$ cat src/rtl/lsu_unit.sv
// lsu_unit: load/store unit between execute stage and data memory.
// Takes the decoder memory word (memi_i/mwe_i) plus the ALU address and rs2 data.
// It runs one req/gnt/rvalid transaction and holds the core stalled until it ends.
// For loads it returns sign- or zero-extended data to write-back.
//
// Ports:
//   clk, rst_n            core clock, asynchronous active-low reset
//   memi_i[4]             access request; [3] reserved; [2:0] func3 size/sign code
//   mwe_i                 1 = store, 0 = load
//   addr_i, wdata_i       effective byte address, store data (rs2)
//   stall_o               combinational hold for PC/pipeline
//   rdata_o, done_o       extended load data, one-cycle completion pulse
//   err_o                 one-cycle pulse on misaligned/illegal access (or timeout)
//   m_*                   data-memory request/response port
//
// Optional feature: define LSU_TIMEOUT_EN to abort REQ/WAIT after TIMEOUT_CYCLES.
module lsu_unit #(
    parameter int unsigned ADDR_W         = 32,
    parameter int unsigned TIMEOUT_CYCLES = 16
) (
    input  logic              clk,
    input  logic              rst_n,
    input  logic [4:0]        memi_i,
    input  logic              mwe_i,
    input  logic [ADDR_W-1:0] addr_i,
    input  logic [31:0]       wdata_i,
    output logic              stall_o,
    output logic [31:0]       rdata_o,
    output logic              done_o,
    output logic              err_o,
    output logic              m_req_o,
    output logic              m_we_o,
    output logic [3:0]        m_be_o,
    output logic [ADDR_W-1:0] m_addr_o,
    output logic [31:0]       m_wdata_o,
    input  logic              m_gnt_i,
    input  logic              m_rvalid_i,
    input  logic [31:0]       m_rdata_i
);

    typedef enum logic [1:0] {
        S_IDLE = 2'd0,
        S_REQ  = 2'd1,
        S_WAIT = 2'd2,
        S_DONE = 2'd3
    } state_e;

    state_e            state_q, state_d;
    logic              we_q, we_d;
    logic [1:0]        size_q, size_d;
    logic              uns_q, uns_d;
    logic [1:0]        off_q, off_d;
    logic [ADDR_W-1:0] addr_q, addr_d;
    logic [3:0]        be_q, be_d;
    logic [31:0]       wdata_q, wdata_d;
    logic              req_q, req_d;
    logic              done_q, done_d;
    logic              err_q, err_d;
    logic [31:0]       rdata_q, rdata_d;

    logic [2:0]        f3;
    logic              illegal_c;
    logic              misalign_c;
    logic [3:0]        be_c;
    logic [31:0]       wlane_c;
    logic [31:0]       shifted_c;
    logic [31:0]       load_ext_c;

`ifdef LSU_TIMEOUT_EN
    localparam logic [7:0] TMO_LAST = 8'(TIMEOUT_CYCLES - 1);
    logic [7:0] cnt_q, cnt_d;
`endif

    // Reserved decoder bit and, in the default build, the timeout limit are not consumed.
    logic unused_ok;
    assign unused_ok = ^{memi_i[3], 8'(TIMEOUT_CYCLES)};

    assign f3 = memi_i[2:0];

    // Hold the core from the request cycle until DONE.
    assign stall_o = ((state_q == S_IDLE) && memi_i[4]) || (state_q == S_REQ) || (state_q == S_WAIT);

    // Legality and alignment of the incoming access.
    always_comb begin
        if (mwe_i) begin
            illegal_c = f3[2] || (f3[1:0] == 2'b11);
        end else begin
            illegal_c = (f3 == 3'b011) || (f3 == 3'b110) || (f3 == 3'b111);
        end
        misalign_c = ((f3[1:0] == 2'b01) && addr_i[0]) ||
                     ((f3[1:0] == 2'b10) && (addr_i[1:0] != 2'b00));
    end

    // Byte enables and store lane replication for the incoming access.
    always_comb begin
        be_c    = 4'b1111;
        wlane_c = wdata_i;
        case (f3[1:0])
            2'b00: begin
                be_c    = 4'b0001 << addr_i[1:0];
                wlane_c = {4{wdata_i[7:0]}};
            end
            2'b01: begin
                be_c    = 4'b0011 << addr_i[1:0];
                wlane_c = {2{wdata_i[15:0]}};
            end
            default: ;
        endcase
    end

    // Select the addressed byte/halfword of the response and extend it.
    always_comb begin
        shifted_c  = m_rdata_i >> {off_q, 3'b000};
        load_ext_c = m_rdata_i;
        case (size_q)
            2'b00:   load_ext_c = {{24{~uns_q & shifted_c[7]}}, shifted_c[7:0]};
            2'b01:   load_ext_c = {{16{~uns_q & shifted_c[15]}}, shifted_c[15:0]};
            default: ;
        endcase
    end

    // Next-state and registered-output computation.
    always_comb begin
        state_d = state_q;
        we_d    = we_q;
        size_d  = size_q;
        uns_d   = uns_q;
        off_d   = off_q;
        addr_d  = addr_q;
        be_d    = be_q;
        wdata_d = wdata_q;
        req_d   = 1'b0;
        done_d  = 1'b0;
        err_d   = 1'b0;
        rdata_d = 32'd0;

        case (state_q)
            S_IDLE: begin
                if (memi_i[4]) begin
                    if (illegal_c || misalign_c) begin
                        state_d = S_DONE;
                        done_d  = 1'b1;
                        err_d   = 1'b1;
                    end else begin
                        state_d = S_REQ;
                        req_d   = 1'b1;
                        we_d    = mwe_i;
                        size_d  = f3[1:0];
                        uns_d   = f3[2];
                        off_d   = addr_i[1:0];
                        addr_d  = {addr_i[ADDR_W-1:2], 2'b00};
                        be_d    = be_c;
                        wdata_d = wlane_c;
                    end
                end
            end
            S_REQ: begin
                if (m_gnt_i && m_rvalid_i) begin
                    state_d = S_DONE;
                    done_d  = 1'b1;
                    rdata_d = we_q ? 32'd0 : load_ext_c;
                end else if (m_gnt_i) begin
                    state_d = S_WAIT;
`ifdef LSU_TIMEOUT_EN
                end else if (cnt_q == TMO_LAST) begin
                    state_d = S_DONE;
                    done_d  = 1'b1;
                    err_d   = 1'b1;
`endif
                end else begin
                    req_d = 1'b1;
                end
            end
            S_WAIT: begin
                if (m_rvalid_i) begin
                    state_d = S_DONE;
                    done_d  = 1'b1;
                    rdata_d = we_q ? 32'd0 : load_ext_c;
`ifdef LSU_TIMEOUT_EN
                end else if (cnt_q == TMO_LAST) begin
                    state_d = S_DONE;
                    done_d  = 1'b1;
                    err_d   = 1'b1;
`endif
                end
            end
            default: begin
                state_d = S_IDLE;
            end
        endcase
    end

`ifdef LSU_TIMEOUT_EN
    // Wait counter: restarts on entry to REQ/WAIT, counts while staying there.
    always_comb begin
        cnt_d = 8'd0;
        if (((state_q == S_REQ) || (state_q == S_WAIT)) && (state_d == state_q)) begin
            cnt_d = cnt_q + 8'd1;
        end
    end
`endif

    always_ff @(posedge clk or negedge rst_n) begin
        if (!rst_n) begin
            state_q <= S_IDLE;
            we_q    <= 1'b0;
            size_q  <= 2'd0;
            uns_q   <= 1'b0;
            off_q   <= 2'd0;
            addr_q  <= '0;
            be_q    <= 4'd0;
            wdata_q <= 32'd0;
            req_q   <= 1'b0;
            done_q  <= 1'b0;
            err_q   <= 1'b0;
            rdata_q <= 32'd0;
`ifdef LSU_TIMEOUT_EN
            cnt_q   <= 8'd0;
`endif
        end else begin
            state_q <= state_d;
            we_q    <= we_d;
            size_q  <= size_d;
            uns_q   <= uns_d;
            off_q   <= off_d;
            addr_q  <= addr_d;
            be_q    <= be_d;
            wdata_q <= wdata_d;
            req_q   <= req_d;
            done_q  <= done_d;
            err_q   <= err_d;
            rdata_q <= rdata_d;
`ifdef LSU_TIMEOUT_EN
            cnt_q   <= cnt_d;
`endif
        end
    end

    assign m_req_o   = req_q;
    assign m_we_o    = we_q;
    assign m_be_o    = be_q;
    assign m_addr_o  = addr_q;
    assign m_wdata_o = wdata_q;
    assign done_o    = done_q;
    assign err_o     = err_q;
    assign rdata_o   = rdata_q;

endmodule

$ cat config.mk
export PLATFORM = sky130hd
export DESIGN_NAME = lsu_unit
export DESIGN_NICKNAME = d
export VERILOG_FILES = /design/src/rtl/lsu_unit.sv
export SDC_FILE = /design/constraint.sdc
export NUM_CORES = 1
export LEC_CHECK = 0
export ABC_AREA = 0
export CAP_MARGIN = 10
export CORE_ASPECT_RATIO = 1.2
export CORE_MARGIN = 2
export CORE_UTILIZATION = 46
export DETAILED_ROUTE_END_ITERATION = 8
export HOLD_SLACK_MARGIN = 0.06
export PLACE_DENSITY = 0.86
export SLEW_MARGIN = 20
export SYNTH_ARGS = -nofsm -noshare
export SYNTH_HDL_FRONTEND = slang
export SYNTH_SLANG_ARGS = --single-unit
$ cat constraint.sdc
create_clock -name clk -period 4.48 [get_ports clk]
set_input_delay 1.12 -clock clk [delete_from_list [all_inputs] [get_ports clk]]
set_output_delay 1.12 -clock clk [all_outputs]
set_load 0.05 [all_outputs]
==> run_results.csv, run 1 <==
group,metric,value,unit
worst_setup_path,end_kind,"primary output",
worst_setup_path,crit_path_end,"stall_o",
clocking,clk_latency,0.34,ns
cells_and_area,n_antenna_cell,0,
min_path,hp-class,"register to register",
floorplan,num_rows,41,
worst_setup_path,ff2ff_path_depth,4,
global_routing,track_usage,23.8,%
drt,vias_per_cell,5.42,
place,placed_area,7000,sq um
worst_setup_path,crit_path_start_kind,"input pin",
global_routing,antenna_found_initial,0,
place,hpwl,10.4,mm
sta,drv_slew,0,
logic_synthesis,syn_inst,415,
worst_setup_path,path_depth,4,
worst_setup_path,arrival,2.76,ns
logic_synthesis,synth_top_area_share,56.0,%
sta,min_period_over_period,86.7,%
logic_synthesis,synth_warnings,0,
clocking,post_cts_buffers,0,
clocking,clkTransAtPathRegs,0.07,ns
drt,routed.top_layer,"met4",
worst_setup_path,startpoint,"memi_i[4]",
worst_setup_path,critPathMaxFanout,3,
place,numPortBuffers,207,
clocking,root_buffer,"clkbuf_16",
worst_setup_path,worst_path_most_repeated_cell,"clkdlybuf4s50_1",
logic_synthesis,synth_common_cells,"dfrtp_1 (109), mux2_2 (45), nand2_1 (41), o21ai_0 (38), mux2i_1 (31)",
drt,via_count,4018,
power,peakVddDrop,0.466,mV
clocking,cts_made_buffers,9,
floorplan,ios,211,
clocking,cts_max_level,3,
sta,fmax,258,MHz
run_status,status,"finished, final reports clean",
cells_and_area,syn_to_final_growth,49.8,%
clocking,ctsHoldBuffers,0,
drt,drt-initial-drc-count,253,
worst_setup_path,worst_r2r_startpoint,"off_q[1]",
drt,dr.pass1.iters,5,
logic_synthesis,synth-edff-count,0,
global_routing,grt_max_degree,80,
sta,setup_tns,0,ns
worst_setup_path,regToRegSetupSlack,1.97,ns
clocking,cts_max_path_buffers,2,
drt,detail-route-antenna-nets,0,
logic_synthesis,synth_cell_types,42,
floorplan,dieHeight,117,microns
floorplan,fp.coreArea,10400,sq um
clocking,cts.sinks,109,
sta,hold_viol_final,0,
logic_synthesis,synth-async-reset-ratio,100,%
drt,met3_length,1.32,mm
cells_and_area,final_net_count,719,
power,cellLeakagePower,0.00330,uW
cells_and_area,drive_gt1_share,11.9,%
sta,setup_violations,0,
logic_synthesis,synth_ff_type,"dfrtp_1",
global_routing,overflow,0,
logic_synthesis,synth_area_leaders,"dfrtp_1 (56%), mux2_2 (10%), mux2i_1 (6.4%)",
power,p_per_area,732,nW/um^2
floorplan,die_w,97.9,microns
min_path,hp-start,"m_be_o[1]",
worst_setup_path,crit_buf_inv,2,
sta,slew_headroom,32.6,%
worst_setup_path,crit_path_top_delay_cell,"clkdlybuf4s50_1",
global_routing,grt_pass1_wl,21.2,mm
floorplan,die-area,11400,sq um
logic_synthesis,yosysSeqAreaShare,56.0,%
cells_and_area,fin_area,7290,sq um
logic_synthesis,syn_avg_cell_area,11.7,sq um
logic_synthesis,synth_area_leader_cell,"dfrtp_1",
logic_synthesis,synthesis.area,4870,sq um
cells_and_area,fillers,744,
worst_setup_path,timing.rr.end,"rdata_o[19]",
global_routing,grt_pass1_vias,4218,
drt,route.met2.wl,7.07,mm
sta,rsz0062_at_grt,"no",
worst_setup_path,cp_top_family,"buffers and inverters",
drt,drt-met1-wl,4.97,mm
logic_synthesis,synth-seq-cells,109,
run,maxCapViolCount,0,
sta,clock_skew,0.00484,ns
clocking,ctsResizeCount,0,
logic_synthesis,yosysMostFrequentCell,"dfrtp_1",
drt,wl,13.8,mm
drt,drc_errors,0,
drt,routedWlPerCell,18.6,microns
place,place_congestion,0.912,
worst_setup_path,critPathMaxStageDelay,0.71,ns
clocking,cts_tree,"done",
floorplan,start_util,46.8,%
sta,finalCriticalPeriod,3.88,ns
worst_setup_path,worst_ep_required_time,3.36,ns
worst_setup_path,path_class,"input pin to primary output",
sta,worst_pin_slew,1.01,ns
worst_setup_path,crit_chain,"clkdlybuf4s50_1, and2_1, or3_1, clkdlybuf4s50_1",
tightest hold or removal path, delay by kind of cell (launching register included):
kind               cells  cell delay [ns]
AOI/OAI and AO/OA      1             0.06
and+or+nand+nor        1             0.05
DFF                    1             0.35
power breakdown:
part	leakage [uW]	switching [uW]	internal, uW
clock	0.000145	349	446
combinational	0.00176	1890	1060
sequential	0.00139	245	1350
total	0.00330	2480	2860
final cells by class:
class                   count  area (sq um)  area share (%)
clock inverters             4          48.8           0.669
repair buffers            213          2130            29.2
well taps                 129           161            2.21
clock buffers              11           243            3.33
multi-input cells         269          1960            26.9
inverters                   7          26.3           0.360
flip-flops and latches    109          2730            37.4
routing by layer:
metal	GRT usage, %	up-vias
met5	0	-
met2	42.5	211
li1	-	1846
met3	7.54	30
met1	26.1	1931
met4	11.0	0
kinds of logic (layout without fill, tap and decap cells):
logic type                 after synthesis  count (layout)  share of synthesized area, %
and+or+nand+nor                         78              78                          7.01
DFF                                    109             109                          56.0
muxes                                   77              77                          17.2
buffers and inverters                   38             235                          3.83
other                                    1               2                        0.0770
adders and majority gates                4               4                          1.03
AOI/OAI and AO/OA                      108             108                          14.8
how the worst min path moves through the flow:
| stage | to | slack, ns | cells past startpoint |
|---|---|---|---|
| after CTS | m_be_o[1] | 0.49 | 2 |
| final | m_be_o[1] | 0.48 | 2 |
| after detailed placement | m_be_o[1] | 0.47 | 2 |
| after global routing | m_wdata_o[18] | 0.52 | 2 |
| after floorplan | state_q[1] | 0.50 | 2 |
| after global placement | m_wdata_o[21] | 0.46 | 2 |
flip-flops by register name, summed over array words and instances, names as in the netlist:
signal and count:
m_wdata_o 32, rdata_o 32, m_addr_o 30, m_be_o 4, off_q 2, size_q 2
state_q 2, done_o 1, err_o 1, m_req_o 1, m_we_o 1, uns_q 1
per-stage QoR:
stage / power, uW / worst slack [ns] / instances / hold slack, ns / utilization [%]
finish: 5340 / 0.597 / 742 / 0.485 / 70.0
global route: 5580 / 0.573 / 742 / 0.521 / 70.0
CTS: 5370 / 0.612 / 742 / 0.485 / 70.0
detailed placement: 4560 / 0.617 / 727 / 0.470 / 67.2
global placement: 4490 / 0.605 / 727 / 0.461 / 67.2
floorplan: 3520 / 1.56 / 416 / 0.499 / -
cell usage in the layout, fill, tap and decap left out, types with 3 or more instances in the layout:
master	instances
dfrtp_1	109
o21ai_0	38
o2bb2ai_1	13
clkdlybuf4s50_1	206
nor2_1	22
ha_1	4
mux2i_1	31
nor2b_1	3
a21oi_1	15
inv_1	6
nand2_1	41
mux2_2	45
a22oi_1	14
o31ai_1	3
buf_4	6
clkbuf_16	9
a21o_1	16
Power figures use the tool's default switching activity.
==> run 2, diff against run 1 <==
--- a/config.mk
+++ b/config.mk
@@ -11,7 +11,6 @@
 export CORE_MARGIN = 2
 export CORE_UTILIZATION = 46
 export DETAILED_ROUTE_END_ITERATION = 8
-export HOLD_SLACK_MARGIN = 0.06
 export PLACE_DENSITY = 0.86
 export SLEW_MARGIN = 20
 export SYNTH_ARGS = -nofsm -noshare
==> results of run 2 <==
Final layout, timing and power as in run 1 (identical DEF).
==> run 3, diff against run 2 <==
--- a/config.mk
+++ b/config.mk
@@ -9,9 +9,9 @@
 export CAP_MARGIN = 10
 export CORE_ASPECT_RATIO = 1.2
 export CORE_MARGIN = 2
-export CORE_UTILIZATION = 46
+export CORE_UTILIZATION = 40
 export DETAILED_ROUTE_END_ITERATION = 8
-export PLACE_DENSITY = 0.86
+export PLACE_DENSITY = 0.77
 export SLEW_MARGIN = 20
 export SYNTH_ARGS = -nofsm -noshare
 export SYNTH_HDL_FRONTEND = slang
==> run_results.csv, run 3 (synthesis results as in run 1) <==
group,metric,value,unit
worst_setup_path,crit_buf_inv,2,
power,seqPwrFrac,29.6,%
drt,dr.pass1.iters,5,
cells_and_area,syn_to_final_growth,51.2,%
clocking,post_cts_buffers,0,
cells_and_area,layout_commonest_cell,"clkdlybuf4s50_1",
drt,via_count,4021,
cells_and_area,n_antenna_cell,0,
worst_setup_path,end_kind,"primary output",
cells_and_area,final_cell_mix,"clkdlybuf4s50_1 (206), dfrtp_1 (109), mux2_2 (45), nand2_1 (41), o21ai_0 (38)",
clocking,cts_tree,"done",
floorplan,die-area,13100,sq um
global_routing,antenna_found_initial,0,
drt,wl,13.5,mm
global_routing,grt_pass1_wl,21.3,mm
floorplan,ios,211,
drt,routedWlPerCell,17.4,microns
power,p_comb_share,54.5,%
worst_setup_path,cp_top_family,"buffers and inverters",
power,p_sw,2470,uW
global_routing,grt_pass1_vias,4237,
drt,detail-route-antenna-nets,0,
clocking,clkTransAtPathRegs,0.07,ns
drt,vias_per_cell,5.18,
sta,setup_slack,0.559,ns
worst_setup_path,worst_path_most_repeated_cell,"clkdlybuf4s50_1",
clocking,cts_made_buffers,9,
clocking,cts_max_level,3,
floorplan,fp.coreArea,12000,sq um
sta,drv_slew,0,
sta,min_period_over_period,87.5,%
place,place_congestion,0.914,
drt,drt-initial-drc-count,123,
power,cellLeakagePower,0.00331,uW
cells_and_area,fillers,1055,
clocking,clk_latency,0.34,ns
sta,worst_pin_slew,0.973,ns
sta,setup_tns,0,ns
worst_setup_path,worst_ep_required_time,3.36,ns
cells_and_area,final_net_count,720,
worst_setup_path,crit_path_start_kind,"input pin",
clocking,cts.sinks,109,
worst_setup_path,crit_path_top_delay_cell,"clkdlybuf4s50_1",
global_routing,track_usage,20.7,%
run,maxCapViolCount,0,
global_routing,grt_max_degree,81,
sta,setup_violations,0,
sta,slew_headroom,35.2,%
power,power.internal,2910,uW
power,switching_share,45.9,%
place,hpwl,10.1,mm
place,post-place-ws,0.571,ns
floorplan,die_w,105,microns
worst_setup_path,critPathMaxFanout,3,
clocking,cts_max_path_buffers,2,
place,numPortBuffers,207,
cells_and_area,drive_gt1_share,12.2,%
worst_setup_path,path_class,"input pin to primary output",
floorplan,num_rows,44,
floorplan,dieHeight,125,microns
power,p_per_area,730,nW/um^2
worst_setup_path,crit_chain,"clkdlybuf4s50_1, and2_1, or3_1, clkdlybuf4s50_1",
power,pwr-share-clk,15.9,%
clocking,root_buffer,"clkbuf_16",
power,peakVddDrop,0.390,mV
floorplan,start_util,40.6,%
sta,finalCriticalPeriod,3.92,ns
clocking,ctsHoldBuffers,0,
clocking,ctsResizeCount,0,
min_path,hp-class,"register to register",
drt,drc_errors,0,
worst_setup_path,arrival,2.80,ns
worst_setup_path,critPathMaxStageDelay,0.71,ns
sta,clock_skew,0.00680,ns
global_routing,overflow,0,
run_status,status,"finished, final reports clean",
sta,hold_viol_final,0,
sta,rsz0062_at_grt,"no",
sta,fmax,255,MHz
## run 3: cell count changes in the layout (fill, tap and decap cells not counted)
cell,before,now
bufinv_16,1,2
buf_12,1,0
clkbuf_8,1,0
clkinv_2,2,0
buf_4,6,7
buf_6,0,1
clkinvlp_4,0,1
inv_6,0,2
## run 3: stage by stage
step / cell area (sq um) / total power, uW / std cells / utilization (%) / hold WS (ns)
6_report: 7360 / 5380 / 776 / 61.4 / 0.482
5_1_grt: 7360 / 5630 / 776 / 61.4 / 0.520
4_1_cts: 7360 / 5420 / 776 / 61.3 / 0.486
3_5_place_dp: 7040 / 4550 / 760 / 58.6 / 0.470
3_3_place_gp: 7040 / 4490 / 760 / 58.6 / 0.464
2_1_floorplan: 4870 / 3520 / 416 / - / 0.499
## run 3: final timing paths
| path | start | to | slack, ns | cells after the start |
|---|---|---|---|---|
| worst max-delay path | memi_i[4] | stall_o | 0.56 | 4 |
| worst min-delay path | m_wdata_o[9] | m_wdata_o[9] | 0.48 | 2 |
| worst max register to register | off_q[1] | rdata_o[26] | 1.91 | 4 |
| worst min register to register | m_wdata_o[9] | m_wdata_o[9] | 0.48 | 2 |
| max in group asynchronous | rst_n | rdata_o[3] | 2.78 | 2 |
| min in group asynchronous | rst_n | m_addr_o[3] | 0.81 | 1 |
## run 3: power by group through the flow
stage          sequential [uW]  clock [uW]  combinational [uW]
6_report                  1590         856                2930
5_1_grt                   1650         917                3070
4_1_cts                   1600         878                2940
3_5_place_dp              1610           0                2940
3_3_place_gp              1590           0                2900
2_1_floorplan             2760           0                 768
## run 3: per-layer routing
layer / global-route usage, % / wire length (microns) / up-vias / share of wire, %
met3: 9.00 / 1420 / 27 / 10
li1: - / - / 1855 / -
met4: 6.90 / 321 / 0 / 2.4
met5: 0 / 0 / - / 0
met2: 36.5 / 6850 / 200 / 51
met1: 21.9 / 4920 / 1939 / 36
## run 3: final cells by class
cell class / instances / area, sq um / share of cell area (%)
flip-flops and latches: 109 / 2730 / 37.0
repair buffers: 214 / 2130 / 28.9
multi-input cells: 269 / 1960 / 26.6
clock buffers: 10 / 229 / 3.11
well taps: 161 / 201 / 2.74
clock inverters: 6 / 93.8 / 1.27
inverters: 7 / 26.3 / 0.357
## run 3: worst reg2reg max path: cells and delay by family (launching register included)
| family | cells | cell delay [ns] |
|---|---|---|
| AOI/OAI and AO/OA | 3 | 1.33 |
| DFF | 1 | 0.68 |
| and+or+nand+nor | 1 | 0.49 |
